<file path="config.mk">
export PLATFORM = sky130hd
export DESIGN_NAME = bcd2bin_seq_flat
export DESIGN_NICKNAME = d
export VERILOG_FILES = /design/src/rtl/bcd_pkg.sv /design/src/rtl/bcd2bin_seq_if.sv /design/src/rtl/bcd_digit_adj.sv /design/src/rtl/bcd2bin_seq.sv /design/src/flat_wrapper.sv
export SDC_FILE = /design/constraint.sdc
export NUM_CORES = 1
export LEC_CHECK = 0
export ABC_AREA = 1
export BUFFER_PORTS_ARGS = -buffer_cell sky130_fd_sc_hd__buf_2
export CAP_MARGIN = 5
export CORE_MARGIN = 2
export CORE_UTILIZATION = 40
export DETAILED_ROUTE_END_ITERATION = 10
export SLEW_MARGIN = 20
export SYNTH_ARGS = -nofsm -noshare
export SYNTH_HDL_FRONTEND = slang
export SYNTH_SLANG_ARGS = --single-unit
</file>
<file path="constraint.sdc">
create_clock -name clk -period 3.05 [get_ports clk]
set_input_delay 0.61 -clock clk [delete_from_list [all_inputs] [get_ports clk]]
set_output_delay 0.61 -clock clk [all_outputs]
set_load 0.01 [all_outputs]
</file>
<file path="src/rtl/bcd_pkg.sv">
`default_nettype none
// ============================================================================
// Module   : bcd_pkg
// Brief    : Shared types, digit constants and parameter sanity helper for
//            the sequential BCD-to-binary converter.
// Revision : 1.0 - initial release
// ============================================================================
package bcd_pkg;

    typedef enum logic [1:0] {
        IDLE  = 2'd0,
        SHIFT = 2'd1,
        DONE  = 2'd2
    } state_t;

    localparam int                   DIGIT_W    = 4;
    localparam logic [DIGIT_W-1:0]   DIGIT_MAX  = 4'd9;
    localparam logic [DIGIT_W-1:0]   ADJ_THRESH = 4'd8;
    localparam logic [DIGIT_W-1:0]   ADJ_SUB    = 4'd3;

    // True when a BIN_W-bit result can hold every NDIG-digit decimal value.
    function automatic bit bin_w_ok(input int ndig, input int bin_w);
        longint p2;
        longint p10;
        p2  = 1;
        p10 = 1;
        for (int i = 0; i < bin_w; i++) p2 = p2 * 2;
        for (int i = 0; i < ndig; i++) p10 = p10 * 10;
        return (p2 >= p10);
    endfunction

endpackage
`default_nettype wire

</file>
<file path="src/rtl/bcd2bin_seq_if.sv">
`default_nettype none
// ============================================================================
// Module   : bcd2bin_seq_if
// Brief    : Input (BCD) and output (binary) valid/ready channels of the
//            BCD-to-binary converter.
// Revision : 1.0 - initial release
// ============================================================================
interface bcd2bin_seq_if #(
    parameter int NDIG  = 2,
    parameter int BIN_W = 7
);
    logic              in_valid;
    logic              in_ready;
    logic [4*NDIG-1:0] in_bcd;
    logic              out_valid;
    logic              out_ready;
    logic [BIN_W-1:0]  out_bin;
    logic              out_err;

    modport master (
        output in_valid, in_bcd, out_ready,
        input  in_ready, out_valid, out_bin, out_err
    );

    modport slave (
        input  in_valid, in_bcd, out_ready,
        output in_ready, out_valid, out_bin, out_err
    );
endinterface
`default_nettype wire

</file>
<file path="src/rtl/bcd_digit_adj.sv">
`default_nettype none
// ============================================================================
// Module   : bcd_digit_adj
// Brief    : Reverse double-dabble digit correction: subtract 3 when >= 8.
// Revision : 1.0 - initial release
// ============================================================================
module bcd_digit_adj
    import bcd_pkg::*;
(
    input  wire logic [DIGIT_W-1:0] i_digit,
    output logic      [DIGIT_W-1:0] o_digit
);

    assign o_digit = (i_digit >= ADJ_THRESH) ? (i_digit - ADJ_SUB) : i_digit;

endmodule
`default_nettype wire

</file>
<file path="src/rtl/bcd2bin_seq.sv">
`default_nettype none
// ============================================================================
// Module   : bcd2bin_seq
// Brief    : Sequential BCD-to-binary converter, one result bit per cycle.
//            Optional digit range check enabled by BCD2BIN_ERR_CHECK_EN.
// Revision : 1.0 - initial release
// ============================================================================
module bcd2bin_seq
    import bcd_pkg::*;
#(
    parameter int NDIG  = 2,
    parameter int BIN_W = 7
) (
    input  wire          clk,
    input  wire          rst_n,
    bcd2bin_seq_if.slave bus
);

    localparam int                 c_BCD_W = DIGIT_W * NDIG;
    localparam int                 c_CNT_W = $clog2(BIN_W + 1);
    localparam logic [c_CNT_W-1:0] c_LAST  = c_CNT_W'(BIN_W - 1);

    if (!bin_w_ok(NDIG, BIN_W) || NDIG < 1 || NDIG > 4) begin : g_bad_param
        $error("bcd2bin_seq: BIN_W too small for NDIG or NDIG out of range");
    end

    state_t               r_state;
    state_t               w_next;
    logic [c_CNT_W-1:0]   r_cnt;
    logic [c_BCD_W-1:0]   r_bcd;
    logic [c_BCD_W-1:0]   w_shift_bcd;
    logic [c_BCD_W-1:0]   w_adj_bcd;
    // The LSB shifted out of the accumulator is never needed, so only the
    // upper BIN_W-1 bits are kept; the last shift lands directly in r_res.
    logic [BIN_W-2:0]     r_acc;
    logic [BIN_W-1:0]     w_shift_bin;
    logic [BIN_W-1:0]     w_res_bin;
    logic [BIN_W-1:0]     r_res;
    logic                 w_load;
    logic                 w_last;

    assign w_load      = (r_state == IDLE) && bus.in_valid;
    assign w_last      = (r_state == SHIFT) && (r_cnt == c_LAST);
    assign w_shift_bcd = {1'b0, r_bcd[c_BCD_W-1:1]};
    assign w_shift_bin = {r_bcd[0], r_acc};

    for (genvar g = 0; g < NDIG; g++) begin : g_adj
        bcd_digit_adj u_adj (
            .i_digit (w_shift_bcd[g*DIGIT_W +: DIGIT_W]),
            .o_digit (w_adj_bcd[g*DIGIT_W +: DIGIT_W])
        );
    end

    always_ff @(posedge clk or negedge rst_n) begin
        if (!rst_n) r_state <= IDLE;
        else        r_state <= w_next;
    end

    always_comb begin
        w_next = r_state;
        case (r_state)
            IDLE:    if (bus.in_valid)     w_next = SHIFT;
            SHIFT:   if (r_cnt == c_LAST)  w_next = DONE;
            DONE:    if (bus.out_ready)    w_next = IDLE;
            default:                       w_next = IDLE;
        endcase
    end

    always_ff @(posedge clk or negedge rst_n) begin
        if (!rst_n) begin
            r_cnt <= '0;
            r_bcd <= '0;
            r_acc <= '0;
            r_res <= '0;
        end else if (w_load) begin
            r_cnt <= '0;
            r_bcd <= bus.in_bcd;
            r_acc <= '0;
        end else if (r_state == SHIFT) begin
            r_cnt <= r_cnt + c_CNT_W'(1);
            r_bcd <= w_adj_bcd;
            r_acc <= w_shift_bin[BIN_W-1:1];
            if (w_last) r_res <= w_res_bin;
        end
    end

`ifdef BCD2BIN_ERR_CHECK_EN
    logic r_err;
    logic r_res_err;
    logic w_bad;

    always_comb begin
        w_bad = 1'b0;
        for (int i = 0; i < NDIG; i++) begin
            if (bus.in_bcd[i*DIGIT_W +: DIGIT_W] > DIGIT_MAX) w_bad = 1'b1;
        end
    end

    always_ff @(posedge clk or negedge rst_n) begin
        if (!rst_n) begin
            r_err     <= 1'b0;
            r_res_err <= 1'b0;
        end else begin
            if (w_load) r_err     <= w_bad;
            if (w_last) r_res_err <= r_err;
        end
    end

    assign w_res_bin   = r_err ? '0 : w_shift_bin;
    assign bus.out_err = r_res_err;
`else
    assign w_res_bin   = w_shift_bin;
    assign bus.out_err = 1'b0;
`endif

    assign bus.in_ready  = (r_state == IDLE);
    assign bus.out_valid = (r_state == DONE);
    assign bus.out_bin   = r_res;

endmodule
`default_nettype wire

</file>
<file path="src/flat_wrapper.sv">
// flat-port wrapper written by rule: the top's interface ports become plain ports
module bcd2bin_seq_flat import bcd_pkg::*;
#(
    parameter int NDIG  = 2,
    parameter int BIN_W = 7
)
  (clk, rst_n, bus_in_valid, bus_in_bcd, bus_out_ready, bus_in_ready, bus_out_valid, bus_out_bin, bus_out_err);
  bcd2bin_seq_if #(.NDIG(NDIG), .BIN_W(BIN_W)) bus_i ();
  input  wire clk;
  input  wire rst_n;
  input wire logic [$bits(bus_i.in_valid)-1:0] bus_in_valid;
  input wire logic [$bits(bus_i.in_bcd)-1:0] bus_in_bcd;
  input wire logic [$bits(bus_i.out_ready)-1:0] bus_out_ready;
  output wire logic [$bits(bus_i.in_ready)-1:0] bus_in_ready;
  output wire logic [$bits(bus_i.out_valid)-1:0] bus_out_valid;
  output wire logic [$bits(bus_i.out_bin)-1:0] bus_out_bin;
  output wire logic [$bits(bus_i.out_err)-1:0] bus_out_err;
  assign bus_i.in_valid = bus_in_valid;
  assign bus_i.in_bcd = bus_in_bcd;
  assign bus_i.out_ready = bus_out_ready;
  assign bus_in_ready = bus_i.in_ready;
  assign bus_out_valid = bus_i.out_valid;
  assign bus_out_bin = bus_i.out_bin;
  assign bus_out_err = bus_i.out_err;
  bcd2bin_seq #(.NDIG(NDIG), .BIN_W(BIN_W)) u_core (.clk(clk), .rst_n(rst_n), .bus(bus_i));
endmodule
</file>
==> results.md, run 1 <==
* Finished Layout Cells at 190
* Post-Place Setup Slack at 1570 ps
* Fillers at 294
* Final setup margin at 1230 ps
* Startpoint Class: flip-flop
* Area Growth Syn to Fin at 12.6%
* Post-route ant nets at 0
* CTS root buf: clkbuf_4
* PwrDens at 953 mW/mm2
* Starting density of the core at 0.415
* DRT Pass-1 Iters at 2
* Met3 Use GR at 0.0411
* Clock-pin transition on the worst setup and hold timing paths at 140 ps
* Num rows at 20
* PortBufs at 20
* # resized after CTS at 0
* Worst Path Class, Setup: reg2out
* Min-delay worst type: in2async
* Cells after synthesis at 139
* Asr flop ratio synth at 1.00
* Worst reg-to-reg path cell count at 6
* Hold Vio Cnt, Final at 0
* IO Pins at 22
* RSZ-0062 raised after global routing: false
* Largest net degree at the start of global routing at 27
* Distinct cell type count after synthesis at 23
* Fin nets at 174
* Multi-input logic area at 485 um2
* Clk_lat worst skew at 320 ps
* Most frequent cells in the layout: 44 x nand2_1, 26 x dfrtp_1, 20 x buf_2
* Post-CTS Hold Buffers at 0
* Vias in the first global route at 853
* Number of diodes at 0
* Fin. max-slew vios at 0
* Slew headroom at 0.627
* Dpl cells at 186
* Leakage at 0.733 nW
* Critical Path AT at 1210 ps
* Placed inst area at 0.00135 mm2
* Core area at 0.00300 mm2
* Drt wl/cell at 11.3 um
* Syn_area_per_cell at 8.97 um2
* Worst Skew at 4.15 ps
* Status: completed
* Gr ovfl total at 0
* Post-Syn Area at 0.00125 mm2
* Post-synth EDFFs at 0
* Gr busiest metal: met2
* Top_reg_cell synth: dfrtp_1
* Num CTS Buffers at 3
* Clk sink count at 26
* GP Congestion at 0.760
* CTS tree: done
* HPWL Detailed at 1.58 mm
* GRT Total Usage at 0.138
* Worst Path Required at 2440 ps
* Core Util, Final at 0.467
* Fmax at 550 MHz
* Global routing usage on met2 at 0.214
* Fin Setup TNS at 0 ps
* Bufs on Longest Clock Path at 2
* DIE HEIGHT at 59.8 um
* Die Area at 0.00358 mm2
* Seq cells post-synth at 26
* CP Capture Type: output pin
* Initial DRC Count at 28
* Commonest non-fill, non-tap cell in the layout: nand2_1
* CP max FO at 6
* Syn Nets at 155
* Met1 usage in global routing at 0.176
* Tcrit/Tclk final at 0.596
* Initial antenna violation count at 0
* Post-CTS setup buffer count at 0
* Fin area at 0.00140 mm2
* Max-Cap Viols at 0
* Yosys synthesis warning count at 0
* Vias per cell at 4.85
* Minimum clock period at 1820 ps
* Max VDD drop at 329 uV
* Vias at 922
* WL final at 2.15 mm
* H-tree lvl count at 1
* First-pass GRT wire length at 3.70 mm
* Setup violations, final at 0
* Slew @ Worst Pin at 559 ps
* Share of layout cells above drive strength 1 at 0.236
* Die width at 59.8 um
* Storage element area at 651 um2
* Seq/Total Area, Yosys at 0.522
* Post-route DRC at 0
cells by family (layout without fill, tap and decap cells):
group	count (synthesis)	after routing	synth area share
adder cells (fa/ha/maj)	4	4	0.0402
buffers and inverters	25	43	0.0883
AND/OR/NAND/NOR	60	60	0.213
XOR/XNOR	1	1	0.00703
flip-flops	26	26	0.522
AO/OA/AOI/OAI	22	22	0.127
other	1	1	0.00301
area by class of cell:
| type | instances | area share |
|---|---|---|
| clock inverters | 1 | 0.0214 |
| flip-flops and latches | 26 | 0.464 |
| well taps | 33 | 0.0294 |
| clock buffers | 3 | 0.0161 |
| repair buffers | 20 | 0.0714 |
| inverters | 19 | 0.0517 |
| multi-input cells | 88 | 0.346 |
worst paths after layout:
kind / from / to / slack (ps)
setup / recovery: u_core.r_state[0] / bus_in_ready / 1230
hold / removal: rst_n / u_core.bus.out_bin[1] / 260
setup reg to reg: u_core.r_state[1] / u_core.bus.out_bin[1] / 1660
hold reg to reg: u_core.bus.out_bin[3] / u_core.bus.out_bin[3] / 500
max in group asynchronous: rst_n / u_core.bus.out_bin[4] / 2420
min in group clk: bus_out_ready / u_core.r_state[1] / 440
where the power goes:
group	switching, mW	total, mW	internal [mW]
Clock	0.101	0.234	0.133
Combinational	0.322	0.519	0.197
Sequential	0.0999	0.584	0.484
stage by stage:
step	hold WS, ps	power [mW]
floorplan	314	0.988
global placement	462	1.10
detailed placement	468	1.12
CTS	275	1.36
global route	266	1.47
finish	259	1.34
worst max-delay path, cell delays in order, from the launching register on:
cell     delay (ps)
dfrtp_1         480
nor2_2          230
buf_2           180
Yosys cell counts, types with 2 or more instances:
cell | count | area share
o22ai_1 | 6 | 0.030
nand2_2 | 2 | 0.010
inv_1 | 18 | 0.054
buf_2 | 3 | 0.012
o211ai_1 | 2 | 0.012
dfrtp_1 | 26 | 0.52
ha_1 | 4 | 0.040
nand2_1 | 44 | 0.13
o21ai_0 | 4 | 0.016
nand3_1 | 9 | 0.036
nand3b_1 | 2 | 0.012
o21ai_2 | 8 | 0.056
sequential cells by signal, indices dropped and copies added, names as in the netlist:
signal / cells
u_core.r_state: 2
u_core.bus.out_bin: 7
u_core.r_bcd: 8
u_core.r_acc: 6
u_core.r_cnt: 3
routing by layer:
metal	part of all wire	wire length [um]	vias up
li1	-	-	474
met1	0.50	1080	429
met2	0.45	965	15
met3	0.034	72	4
met4	0.015	32	0
met5	0	0	-
Note: power is estimated with default switching activity, not from simulation.
==> inputs of run 2 (changes only) <==
Clock period 3.05 ns to 1.53 ns, I/O delays scaled along.
==> results.md, run 2 (synthesis gave the netlist of run 1 again) <==
* Fin nets at 177 (+1.7%)
* Max reg flops at 8 (unchanged)
* GP Congestion at 0.733 (-3.5%)
* Hold Vio Cnt, Final at 0 (unchanged)
* Initial antenna violation count at 0 (unchanged)
* Fin Setup TNS at 0 ps (unchanged)
* Worst Path Required at 1220 ps (-1220 ps)
* Status: completed
* Startpoint Class: flip-flop
* DRT Pass-1 Iters at 4 (+2)
* Post-CTS setup buffer count at 0 (unchanged)
* Initial DRC Count at 53 (+89%)
* Number of diodes at 0 (unchanged)
* PortBufs at 20 (unchanged)
* Drt wl/cell at 11.5 um (+2.2%)
* Core area at 0.00300 mm2 (unchanged)
* First-pass GRT wire length at 3.80 mm (+2.8%)
* Vias per cell at 4.77 (-1.8%)
* Fin. max-slew vios at 0 (unchanged)
* CP Capture Type: output pin
* CTS root buf: clkbuf_4
* Seq pwr share at 0.427 (-0.010)
* Commonest non-fill, non-tap cell in the layout: nand2_1
* PwrDens at 1910 mW/mm2 (+100%)
* Clk_lat worst skew at 320 ps (about the same)
* Max VDD drop at 678 uV (+110%)
* Switching share of power at 0.393 (+0.00133)
* Worst Path Class, Setup: reg2out
* Switching power at 1.07 mW (+110%)
* Clock share of power at 0.174 (about the same)
* Post-route ant nets at 0 (unchanged)
* GRT Total Usage at 0.142 (+0.00395)
* Post-route DRC at 0 (unchanged)
* Fmax at 702 MHz
* Logic pwr share at 0.399 (+0.011)
* RSZ-0062 raised after global routing: false
* Leakage at 0.747 nW (+1.9%)
* Max-Cap Viols at 0 (unchanged)
* Worst Skew at 11.6 ps (+7.47 ps)
* Share of layout cells above drive strength 1 at 0.250 (+0.0143)
* Gr ovfl total at 0 (unchanged)
* Num CTS Buffers at 3 (unchanged)
* Power Internal at 1.66 mW (+100%)
* HPWL Detailed at 1.64 mm (+3.7%)
* Largest net degree at the start of global routing at 27 (unchanged)
* WL final at 2.23 mm (+3.8%)
* CTS tree: done
* Vias in the first global route at 850 (-0.35%)
* Worst path max stage delay at 490 ps (about the same)
* Starting density of the core at 0.415 (unchanged)
* Clk sink count at 26 (unchanged)
* Die Area at 0.00358 mm2 (unchanged)
* Slowest CP cell: dfrtp_2
* Slew @ Worst Pin at 577 ps (+18.6 ps)
* Slew headroom at 0.615 (-0.0124)
* Vias at 920 (-0.22%)
* Biggest register: u_core.r_bcd
* Area Growth Syn to Fin at 15.1%
* Setup violations, final at 0 (unchanged)
* Most frequent cells in the layout: 44 x nand2_1, 25 x dfrtp_1, 20 x buf_2
* Minimum clock period at 1420 ps
* Num rows at 20 (unchanged)
* Clock-pin transition on the worst setup and hold timing paths at 150 ps (about the same)
* Crit-path cells: nor2_4 > buf_2
* H-tree lvl count at 1 (unchanged)
* Die width at 59.8 um (unchanged)
* IO Pins at 22 (unchanged)
* Final Total Pwr at 2.74 mW (+100%)
* DIE HEIGHT at 59.8 um (unchanged)
* CP max FO at 6 (unchanged)
* Critical Path AT at 1120 ps (-90 ps)
* Tcrit/Tclk final at 0.931
* Min-delay worst type: in2reg
* Bufs on Longest Clock Path at 2 (unchanged)
-- run 2: changes by cell type in the layout (fill, tap and decap cells not counted) --
cell / before / now
nor2_2: 1 / 0
nor2_4: 0 / 1
dlygate4sd3_1: 0 / 1
buf_4: 0 / 2
dfrtp_1: 26 / 25
dfrtp_2: 0 / 1
-- run 2: what timing repair did --
| item | 4_1_cts | 5_1_grt |
|---|---|---|
| endpoints found under the setup margin | 0 | 1 |
| hold buffers | 1 | 0 |
| resized for setup | 0 | 2 |
| endpoints found under the hold margin | 26 | 0 |
-- run 2: critical path, delay by kind of cell (launching register included) --
family,cells,cell delay [ps]
buffers and inverters,1,150
DFF,1,490
and+or+nand+nor,1,160
-- run 2: through the flow --
step	worst slack, ps	instance area, um2	utilization	cells	hold slack [ps]
6_report	105	1430	0.478	193	129
3_5_place_dp	310	1370	0.455	188	349
3_3_place_gp	334	1370	0.455	188	344
4_1_cts	9.20	1430	0.475	193	127
2_1_floorplan	396	1250	-	139	10.4
5_1_grt	26.3	1430	0.478	193	120
-- run 2: cell type report --
| type | count | area (um2) |
|---|---|---|
| Clock buffer | 3 | 22.5 |
| Clock inverter | 1 | 30.0 |
| Fill cell | 310 | 1570 |
| Inverter | 19 | 72.6 |
| Multi-Input combinational cell | 88 | 490 |
| Sequential cell | 26 | 652 |
| Tap cell | 33 | 41.3 |
| Timing Repair Buffer | 23 | 125 |
-- run 2: per-layer routing --
| layer | track usage | part of all wire |
|---|---|---|
| met5 | 0 | 0 |
| met4 | 0.0476 | 0.0081 |
| met3 | 0.0216 | 0.035 |
| met2 | 0.207 | 0.44 |
| met1 | 0.214 | 0.51 |
-- run 2: path summary, 6_finish.rpt --
kind,from,endpoint,slack [ps],cells past startpoint
max in group asynchronous,rst_n,u_core.r_state[0],630,2
min in group asynchronous,rst_n,u_core.bus.out_bin[0],490,2
max reg2reg,u_core.r_state[1],u_core.bus.out_bin[1],280,6
min,bus_out_ready,u_core.r_state[1],130,2
min reg2reg,u_core.bus.out_bin[0],u_core.bus.out_bin[0],500,2
max,u_core.r_state[0],bus_in_ready,110,2
-- run 2: power by group through the flow --
stage          Sequential, mW  Combinational [mW]  Clock (mW)
5_1_grt                  1.21                1.26       0.512
3_5_place_dp             1.17                1.10           0
2_1_floorplan            1.16               0.806           0
6_report                 1.17                1.09       0.475
3_3_place_gp             1.16                1.08           0
4_1_cts                  1.16                1.11       0.483
